===== src/rtl/pc_unit.sv =====
`default_nettype none
// ============================================================================
// Module   : pc_unit
// Purpose  : Fetch-stage program counter with stall, 2/4-byte stepping,
//            absolute jumps and a circular return-address stack.
// Revision : 1.0
// ============================================================================
module pc_unit #(
    parameter int              XLEN           = 32,
    parameter logic [XLEN-1:0] RESET_VECTOR   = '0,
    parameter int              RAS_DEPTH      = 4,
    parameter int              INC_NORMAL     = 4,
    parameter int              INC_COMPRESSED = 2
) (
    input  logic                           clock,
    input  logic                           reset,
    input  logic                           stall,
    input  logic                           inc,
    input  logic                           compressed,
    input  logic                           load,
    input  logic [XLEN-1:0]                load_addr,
    input  logic                           call,
    input  logic [XLEN-1:0]                call_target,
    input  logic                           ret,
    output logic [XLEN-1:0]                pc,
    output logic [$clog2(RAS_DEPTH+1)-1:0] ras_count,
    output logic                           ras_empty,
    output logic                           ras_full,
    output logic                           ras_overflow,
    output logic                           ras_underflow
);

    localparam int              CW       = $clog2(RAS_DEPTH + 1);
    localparam int              PW       = $clog2(RAS_DEPTH);
    localparam logic [XLEN-1:0] C_ALIGN  = ~XLEN'(1);
    localparam logic [CW-1:0]   C_DEPTH  = CW'(RAS_DEPTH);

    logic [XLEN-1:0] r_pc;
    logic [XLEN-1:0] r_ras [RAS_DEPTH];
    logic [PW-1:0]   r_top;
    logic [CW-1:0]   r_count;
    logic            r_ovf;
    logic            r_unf;

    logic [XLEN-1:0] w_step;
    logic [XLEN-1:0] w_ret_addr;
    logic            w_active;
    logic            w_has_entry;
    logic            w_swap;
    logic            w_push;
    logic            w_wr_en;
    logic [PW-1:0]   w_wr_idx;

    assign w_step      = compressed ? XLEN'(INC_COMPRESSED) : XLEN'(INC_NORMAL);
    assign w_ret_addr  = r_pc + w_step;
    assign w_active    = !reset && !stall && !load;
    assign w_has_entry = (r_count != '0);
    // Tail call with a live entry rewrites the top in place; otherwise call pushes.
    assign w_swap      = call && ret && w_has_entry;
    assign w_push      = call && !w_swap;
    assign w_wr_en     = w_active && call;
    assign w_wr_idx    = w_swap ? r_top : r_top + PW'(1);

    always_ff @(posedge clock) begin
        if (reset) begin
            r_pc    <= RESET_VECTOR;
            r_top   <= '0;
            r_count <= '0;
            r_ovf   <= 1'b0;
            r_unf   <= 1'b0;
        end else if (!stall) begin
            if (load) begin
                r_pc <= load_addr & C_ALIGN;
            end else if (w_swap) begin
                r_pc <= call_target & C_ALIGN;
            end else if (w_push) begin
                r_pc  <= call_target & C_ALIGN;
                r_top <= r_top + PW'(1);
                if (r_count == C_DEPTH) begin
                    r_ovf <= 1'b1;
                end else begin
                    r_count <= r_count + CW'(1);
                end
            end else if (ret) begin
                if (w_has_entry) begin
                    r_pc    <= r_ras[r_top] & C_ALIGN;
                    r_top   <= r_top - PW'(1);
                    r_count <= r_count - CW'(1);
                end else begin
                    r_unf <= 1'b1;
                end
            end else if (inc) begin
                r_pc <= r_pc + w_step;
            end
        end
    end

    // Entry storage carries no reset; only the pointer and count define validity.
    always_ff @(posedge clock) begin
        if (w_wr_en) begin
            r_ras[w_wr_idx] <= w_ret_addr;
        end
    end

    assign pc            = r_pc;
    assign ras_count     = r_count;
    assign ras_empty     = (r_count == '0);
    assign ras_full      = (r_count == C_DEPTH);
    assign ras_overflow  = r_ovf;
    assign ras_underflow = r_unf;

endmodule
`default_nettype wire


===== config.mk =====
export PLATFORM = sky130hd
export DESIGN_NAME = pc_unit
export DESIGN_NICKNAME = d
export VERILOG_FILES = /design/src/rtl/pc_unit.sv
export SDC_FILE = /design/constraint.sdc
export NUM_CORES = 1
export LEC_CHECK = 0
export CORE_MARGIN = 2
export CORE_UTILIZATION = 59
export DETAILED_ROUTE_END_ITERATION = 12
export HOLD_SLACK_MARGIN = 0.15
export PLACE_DENSITY = 0.85
export SLEW_MARGIN = 20
export SYNTH_ARGS = -nofsm -noshare
export SYNTH_HDL_FRONTEND = slang
export SYNTH_SLANG_ARGS = --single-unit

===== constraint.sdc =====
create_clock -name clock -period 7.4 [get_ports clock]
set_clock_uncertainty 0.15 [all_clocks]
set_input_delay 0.74 -clock clock [delete_from_list [all_inputs] [get_ports clock]]
set_output_delay 0.74 -clock clock [all_outputs]
set_load 0.05 [all_outputs]

Word level (Yosys, flattened, before mapping)
Memory sizes are Yosys's and may differ from the RTL's. A register that Yosys moved wholly into a read port is not among the register bits.
Cells that the tools add are included.
{"block": "totals", "ramBits": 128, "regBits": 39, "word_cells": 58, "mem_count": 1, "input_bits": 72}
{"block": "classes", "muxes": 19, "bitwise_logic": 5, "n_reduce_logical": 20, "eq_ne": 3, "addsub": 5}
{"name": "r_ras", "words": 4, "word_bits": 32, "rd": 1, "rd_clocked_by_memory_dff": 1, "wr": 1, "line_no": "39", "rtl": "logic [XLEN-1:0] r_ras [RAS_DEPTH];"}
{"operator": "$mux W32", "count": 6}
{"operator": "$add A32 B3 Y32", "count": 1}
{"operator": "$mux W3", "count": 5}
{"operator": "$mux W2", "count": 6}
{"operator": "$reduce_and A6 Y1", "count": 2}
{"operator": "$reduce_and A5 Y1", "count": 2}
{"operator": "$logic_and A1 B1 Y1", "count": 6}
{"operator": "$ne A5 B2 Y1 const B", "count": 1}
{"operator": "$not A1 Y1", "count": 5}
{"operator": "$reduce_bool A5 Y1", "count": 1}
{"operator": "$logic_not A1 Y1", "count": 4}
{"operator": "$reduce_bool A2 Y1", "count": 2}
{"operator": "$add A3 B1 Y3 const B", "count": 1}
{"operator": "$eq A3 B3 Y1 const B", "count": 1}
{"operator": "$logic_not A3 Y1", "count": 1}
{"operator": "$reduce_and A3 Y1", "count": 1}
{"operator": "$reduce_bool A3 Y1", "count": 1}
{"operator": "$sub A3 B1 Y3 const B", "count": 1}
{"operator": "$add A2 B1 Y2 const B", "count": 1}
{"operator": "$mux W1", "count": 2}
{"operator": "$ne A2 B2 Y1 const B", "count": 1}
{"operator": "$sub A2 B1 Y2 const B", "count": 1}

Longest topological paths before layout
Gate-level depths: netlist (run 1).
{"block": "logic_depth", "depth_word": 8, "depth_mapped": 9}

Worst setup path after synthesis (run 1)
OpenSTA, ideal clock, no wires.
{"block": "synth_path", "kind": "input port to flip-flop", "startpoint": "input load", "endpoint": "memory r_ras[1][10], enable pin", "required_time_ns": 6.831, "setup_slack_ns": 3.564, "t_arrival_ns": 3.267, "cell_stages": 5, "setup_time_ns": 0.419, "path_cell_list": "buf_2 > or2_2 > or3_1 > or3_1 > nor2_1"}
{"block": "synth_between", "elab_chain_cells": 5}
{"item": "start, declared", "line_no": "20", "rtl": "input logic load,"}
{"item": "$logic_not A1 Y1", "line_no": "56", "rtl": "assign w_active = !reset && !stall && !load;"}
{"item": "$logic_and A1 B1 Y1", "line_no": "56"}
{"item": "$logic_and A1 B1 Y1", "line_no": "61", "rtl": "assign w_wr_en = w_active && call;"}
{"item": "$mux W1", "line_no": "100", "rtl": "if (w_wr_en) begin"}
{"item": "$mux W1 (implied by the code)", "line_no": "101", "rtl": "r_ras[w_wr_idx] <= w_ret_addr;"}
{"item": "end, declared", "line_no": "39"}
Every way passes these cells.

Final worst setup path (run 1)
{"block": "layout_path", "startpoint": "input load", "endpoint": "register r_pc[8], in the netlist pc[8]"}
{"block": "layout_between", "elab_chain_cells": 2, "word_cells_on_any_way": 4}
{"item": "$ne A5 B2 Y1 (no line) / $reduce_bool A5 Y1 (equally long branches)"}
{"item": "$reduce_and A3 Y1 (no line)"}
{"item": "end signal, assigned", "line_no": "73", "rtl": "r_pc <= load_addr & C_ALIGN;"}
{"item": "end signal, assigned", "line_no": "75", "rtl": "r_pc <= call_target & C_ALIGN;"}
{"item": "end signal, assigned", "line_no": "77", "rtl": "r_pc <= call_target & C_ALIGN;"}
{"item": "end, declared", "line_no": "38", "rtl": "logic [XLEN-1:0] r_pc;"}
Several ways; a longest one is shown, not always the timed one.
A chain may end at the register's enable or synchronous reset.

==> metrics.txt, run 1 <==
crit-path max FO 44; Synth area leader edfxtp_1; Die H ~120 µm; H-tree lvl count 4; relative slew slack 0.260; Crit Path Class primary input to flop; # diodes 0; Residual DRC 0; Synth top area share 0.470; Post-Synth Simple-Gate Area 0.135; Pwr Total around 2.3 mW; Clk Latency, worst-skew pair roughly 0.43 ns; share of cells above drive strength 1 0.131; Num Clock Sinks around 160; max-slew violation total from the final report 0; area share of fa/ha/maj cells after synthesis 0.00821; Max rail drop VDD 0.133 mV; CTS Buf Count 17; Cells after Synth 638; antenna violations before repair 0; Mapped Avg Cell Area around 12 µm²; Tcrit/Tclk final 0.539; grt ovf 0; mux cell area share after synthesis 0.0866; Synth Area in XOR/XNOR 0.0343; P_leak ~3.3 nW; Post-synth EDFFs between 100 and 150; worst slew pin tran between 1 and 1.5 ns; FF+latch count, synth 164; CP endpoint kind flop; I/O pins 111; initial DRC count about 920; Clock transition at path regs approximately 0.060 ns; fin crit period between 3 and 4 ns; max_cap viols 0; most numerous cell in the Yosys netlist edfxtp_1; clk root buf clkbuf_16; Net count, final between 800 and 900; crit start category primary input; ranking of synthesized cells by area edfxtp_1, dfxtp_1, mux4_2; Hold Crit Class flop to flop; largest family of logic cells by synthesized area simple AND/OR/NAND/NOR gates; RSZ-0062 raised after global routing false; hold_buf cts 0; PwrDens ~230 nW/µm²; routed vias/inst between 6 and 7; number of synthesis warnings 0; Port-buffer cells ~110; CORE AREA 13,200 µm²; Peak Freq approximately 250 MHz; ANT nets after route 0; CTS resizes 0; Setup TNS 0 ns; DR pass1 iterations 6; Synth Area in Compound Gates 0.130; hold_sp ras_underflow; clk buf depth 2; post-synthesis sequential area ratio 0.571; Required @ worst endpoint between 7 and 8 ns; initial core utilization 0.600; CP startpoint load; via count about 6,200; GRT Util Overall 0.316; Synth Flop Type edfxtp_1; CTS tree yes; final setup violation count 0; most frequent cells after synthesis edfxtp_1, nor2_1, nand2_1; number of global-route vias before repair approximately 6,400; Avg WL per Cell ~24 µm; Setup Fix Bufs, Post-CTS 0; Yosys cell types 74; WL final ~22,000 µm; FF-to-FF Start pc[1]; synthesized area ~8000 µm²; Net Count, Synth about 710; crit path DAT 4.17 ns; Final Hold Vio Count 0; P&R area growth vs syn 22.6%; Die Area roughly 14,000 µm²; first-pass GRT wire length roughly 34,000 µm; row count 42; Die W 120 µm; hpwl dp 13,500 µm; largest net degree at the start of global routing 45; status finished, final reports clean; GP Congestion around 0.83; ys async rst share 0
## report_power, final
group | total (mW) | internal, mW | leakage [nW] | switching [mW]
registers | 1.06 | 1.02 | 1.47 | 0.0345
clock network | 0.893 | 0.546 | 0.294 | 0.347
logic | 0.315 | 0.126 | 1.49 | 0.190
## kinds of logic (layout without fill, tap and decap cells)
| family | count (synthesis) | after routing |
|---|---|---|
| AOI/OAI and AO/OA | 140 | 140 |
| xor gates and xnor gates | 31 | 31 |
| adders and majority gates | 4 | 4 |
| buffers and inverters | 57 | 166 |
| DFF | 164 | 164 |
| muxes | 36 | 36 |
| other | 1 | 1 |
| and+or+nand+nor | 205 | 205 |
## state kept, by name, summed over array words and instances (netlist names), named ones only
signal and flops:
pc 31, ras_count 3, r_ras 124, ras_overflow 1, r_top 2, ras_underflow 1
## final timing paths
path                   end  slack [ns]  cells past startpoint
max                  pc[8]        3.41                      7
min reg2reg  ras_underflow        0.34                      2
min          ras_underflow        0.34                      2
max reg2reg         pc[19]        4.58                      7
## routing by layer
layer,vias to the layer above,global-route usage,routed length (µm)
li1,2669,-,-
met1,3047,0.398,8160
met2,416,0.521,11000
met3,73,0.0756,2110
met4,0,0.146,695
met5,-,0,0
## area by class of cell
type	count	area, µm²
flip-flops and latches	164	4530
fillers	834	3480
multi-input cells	417	3140
repair buffers	123	1190
clock buffers	22	464
well taps	176	220
clock inverters	10	131
inverters	11	41.3
## through the flow
stage	util	instances	setup WS, ns	instance area, µm²	hold WS, ns
floorplan	-	638	3.56	7920	0.411
global placement	0.691	891	3.19	9120	0.304
detailed placement	0.691	891	3.06	9120	0.328
CTS	0.736	923	3.51	9710	0.342
global route	0.736	923	3.39	9710	0.385
finish	0.736	923	3.41	9710	0.335
## critical path, cell delays in order
cell and delay (ns):
clkdlybuf4s50_1 0.46, buf_4 0.46, clkinv_1 0.59, buf_4 0.40, a311o_1 0.64, or3_1 0.54, o32ai_1 0.32
## cell usage in the layout, fill, tap and decap left out, types with 19 or more instances in the layout
master,Yosys,routed
a21oi_1,26,26
clkdlybuf4s50_1,0,107
dfxtp_1,40,39
edfxtp_1,124,124
mux4_2,26,26
nand2_1,47,47
nor2_1,62,58
o21ai_0,21,21
xnor2_1,19,19
No activity file was read; power rests on OpenSTA's default activity.
==> run 2: changes to the inputs <==
--- a/config.mk
+++ b/config.mk
@@ -6,10 +6,10 @@
 export NUM_CORES = 1
 export LEC_CHECK = 0
 export CORE_MARGIN = 2
-export CORE_UTILIZATION = 59
+export CORE_UTILIZATION = 50
 export DETAILED_ROUTE_END_ITERATION = 12
 export HOLD_SLACK_MARGIN = 0.15
-export PLACE_DENSITY = 0.85
+export PLACE_DENSITY = 0.77
 export SLEW_MARGIN = 20
 export SYNTH_ARGS = -nofsm -noshare
 export SYNTH_HDL_FRONTEND = slang
==> constraint.sdc (replaced) <==
create_clock -name clock -period 3.39 [get_ports clock]
set_clock_uncertainty 0.15 [all_clocks]
set_input_delay 0.339 -clock clock [delete_from_list [all_inputs] [get_ports clock]]
set_output_delay 0.339 -clock clock [all_outputs]
set_load 0.05 [all_outputs]
==> run 2 against run 1 <==
  * Sequential share of layout area decreased by 0.94 points
  * Final cell count grew 5.6%
  * Worst setup slack worse by 2.8 ns
  * Cell area is 2.0% higher
  * Sequential power up 120%
  * Critical endpoint is now r_ras[1][21]
==> metrics.txt, run 2 (synthesis gave the netlist of run 1 again) <==
status finished, final reports clean; Most flops, register r_ras; Seq pwr share 0.463; final setup violation count 0; hold_buf cts 0; routed vias/inst 6.34; GP Congestion 0.906; Port-buffer cells about 110; first-pass GRT wire length between 30,000 and 40,000 µm; Die W about 130 µm; CP endpoint kind flop; antenna violations before repair 0; multi-input logic area between 3000 and 4000 µm²; most common cell after layout, fill and taps aside edfxtp_1; hpwl dp 14,800 µm; CTS tree yes; CTS Buf Count 17; switching pwr 1.27 mW; non-filler cells in the finished layout 975; P_leak about 3.3 nW; Tcrit/Tclk final 0.823; Net count, final about 800; Post-Place Cell Area 9300 µm²; max reg flops ~120; fin crit period 2.79 ns; H-tree lvl count 4; CTS resizes 0; Bufs and invs on worst path 1; CP delay by family, top simple AND/OR/NAND/NOR gates; I/O pins ~110; fin util 0.633; clk root buf clkbuf_16; register area 4530 µm²; Avg WL per Cell roughly 23 µm; worst slew pin tran between 0.7 and 0.8 ns; RSZ-0062 raised after global routing false; DP Cell Count about 940; P&R area growth vs syn 25.2%; Logic pwr share 0.139; row count 46; Die H 130 µm; design area roughly 10000 µm²; Required @ worst endpoint between 3 and 4 ns; CORE AREA about 16,000 µm²; via count a little over 6,000; Max rail drop VDD between 0.3 and 0.4 mV; crit path DAT roughly 2.9 ns; Crit Path Class primary input to flop; DR pass1 iterations 5; # fillers between 1,000 and 1,500; max-slew violation total from the final report 0; crit-path max FO 7; GRT Util Overall 0.277; Setup TNS 0 ns; Sw Share 0.254; most frequent cells in the layout edfxtp_1, clkdlybuf4s50_1, nor2_1; cells along the critical path clkdlybuf4s50_1, ha_1, fa_1, and4_1, nand3_1, nor3_1, xor2_1; initial DRC count roughly 810; Final Hold Vio Count 0; WL final 22,800 µm; PwrDens a little over 500 nW/µm²; Clock power frac 0.398; slowest stage cell, crit path clkdlybuf4s50_1; Residual DRC 0; relative slew slack 0.467; grt ovf 0; # diodes 0; Clk Latency, worst-skew pair around 0.43 ns; clk buf depth 2; number of global-route vias before repair ~6,100; Clock transition at path regs 0.06 ns; largest net degree at the start of global routing 45; Peak Freq roughly 360 MHz; ANT nets after route 0; max_cap viols 0; Setup Fix Bufs, Post-CTS 0; Pint 3.73 mW; CP max stage delay 0.50 ns; crit start category primary input; share of cells above drive strength 1 0.148; Die Area 16,900 µm²; Num Clock Sinks between 150 and 200; Hold Crit Class primary input to flop; initial core utilization 0.506
==> run 2: cell types whose count changed in the layout (fill, tap and decap cells not counted) <==
cell,before,now
buf_2,0,1
clkbuf_8,2,3
o31ai_2,0,1
inv_6,0,1
o31ai_1,6,5
clkinv_2,5,4
clkdlybuf4s50_1,107,106
buf_4,16,24
clkinv_4,1,0
buf_12,0,4
==> run 2: power groups by stage <==
stage	Sequential, mW	Combinational [mW]	Clock [mW]
3_5_place_dp	2.35	0.681	0
4_1_cts	2.31	0.688	1.99
2_1_floorplan	2.43	0.320	0
5_1_grt	2.32	0.733	2.07
3_3_place_gp	2.35	0.661	0
6_report	2.31	0.694	1.99
==> run 2: worst paths after layout <==
kind / slack, ns / start / cells past startpoint / to
worst max-delay path: 0.60 / compressed / 7 / r_ras[1][21]
worst min-delay path: 0.24 / load / 3 / pc[21]
worst max register to register: 0.63 / pc[1] / 6 / r_ras[1][21]
worst min register to register: 0.31 / ras_underflow / 2 / ras_underflow
==> run 2: layout make-up <==
cell class              count  area share
well taps                 216      0.0273
flip-flops and latches    164       0.457
inverters                  11     0.00417
repair buffers            135       0.134
clock inverters             9      0.0127
clock buffers              23      0.0482
multi-input cells         417       0.317
==> run 2: worst min-delay path, stage by stage <==
cell     delay, ns
buf_2         0.24
nand2_1       0.13
a21oi_1       0.06
==> run 2: through the flow <==
step | hold WS [ns] | setup slack, ns | power, mW
2_1_floorplan | 0.342 | -0.105 | 2.75
3_3_place_gp | 0.307 | 0.360 | 3.01
3_5_place_dp | 0.307 | 0.259 | 3.04
4_1_cts | 0.221 | 0.417 | 4.99
5_1_grt | 0.261 | 0.474 | 5.12
6_report | 0.238 | 0.600 | 5.00
==> run 2: metal layers <==
layer / wire, µm / track usage / vias to the layer above
li1: - / - / 2688
met3: 2180 / 0.0590 / 57
met5: 0 / 0 / -
met2: 11000 / 0.451 / 413
met4: 667 / 0.125 / 0
met1: 8860 / 0.360 / 3027
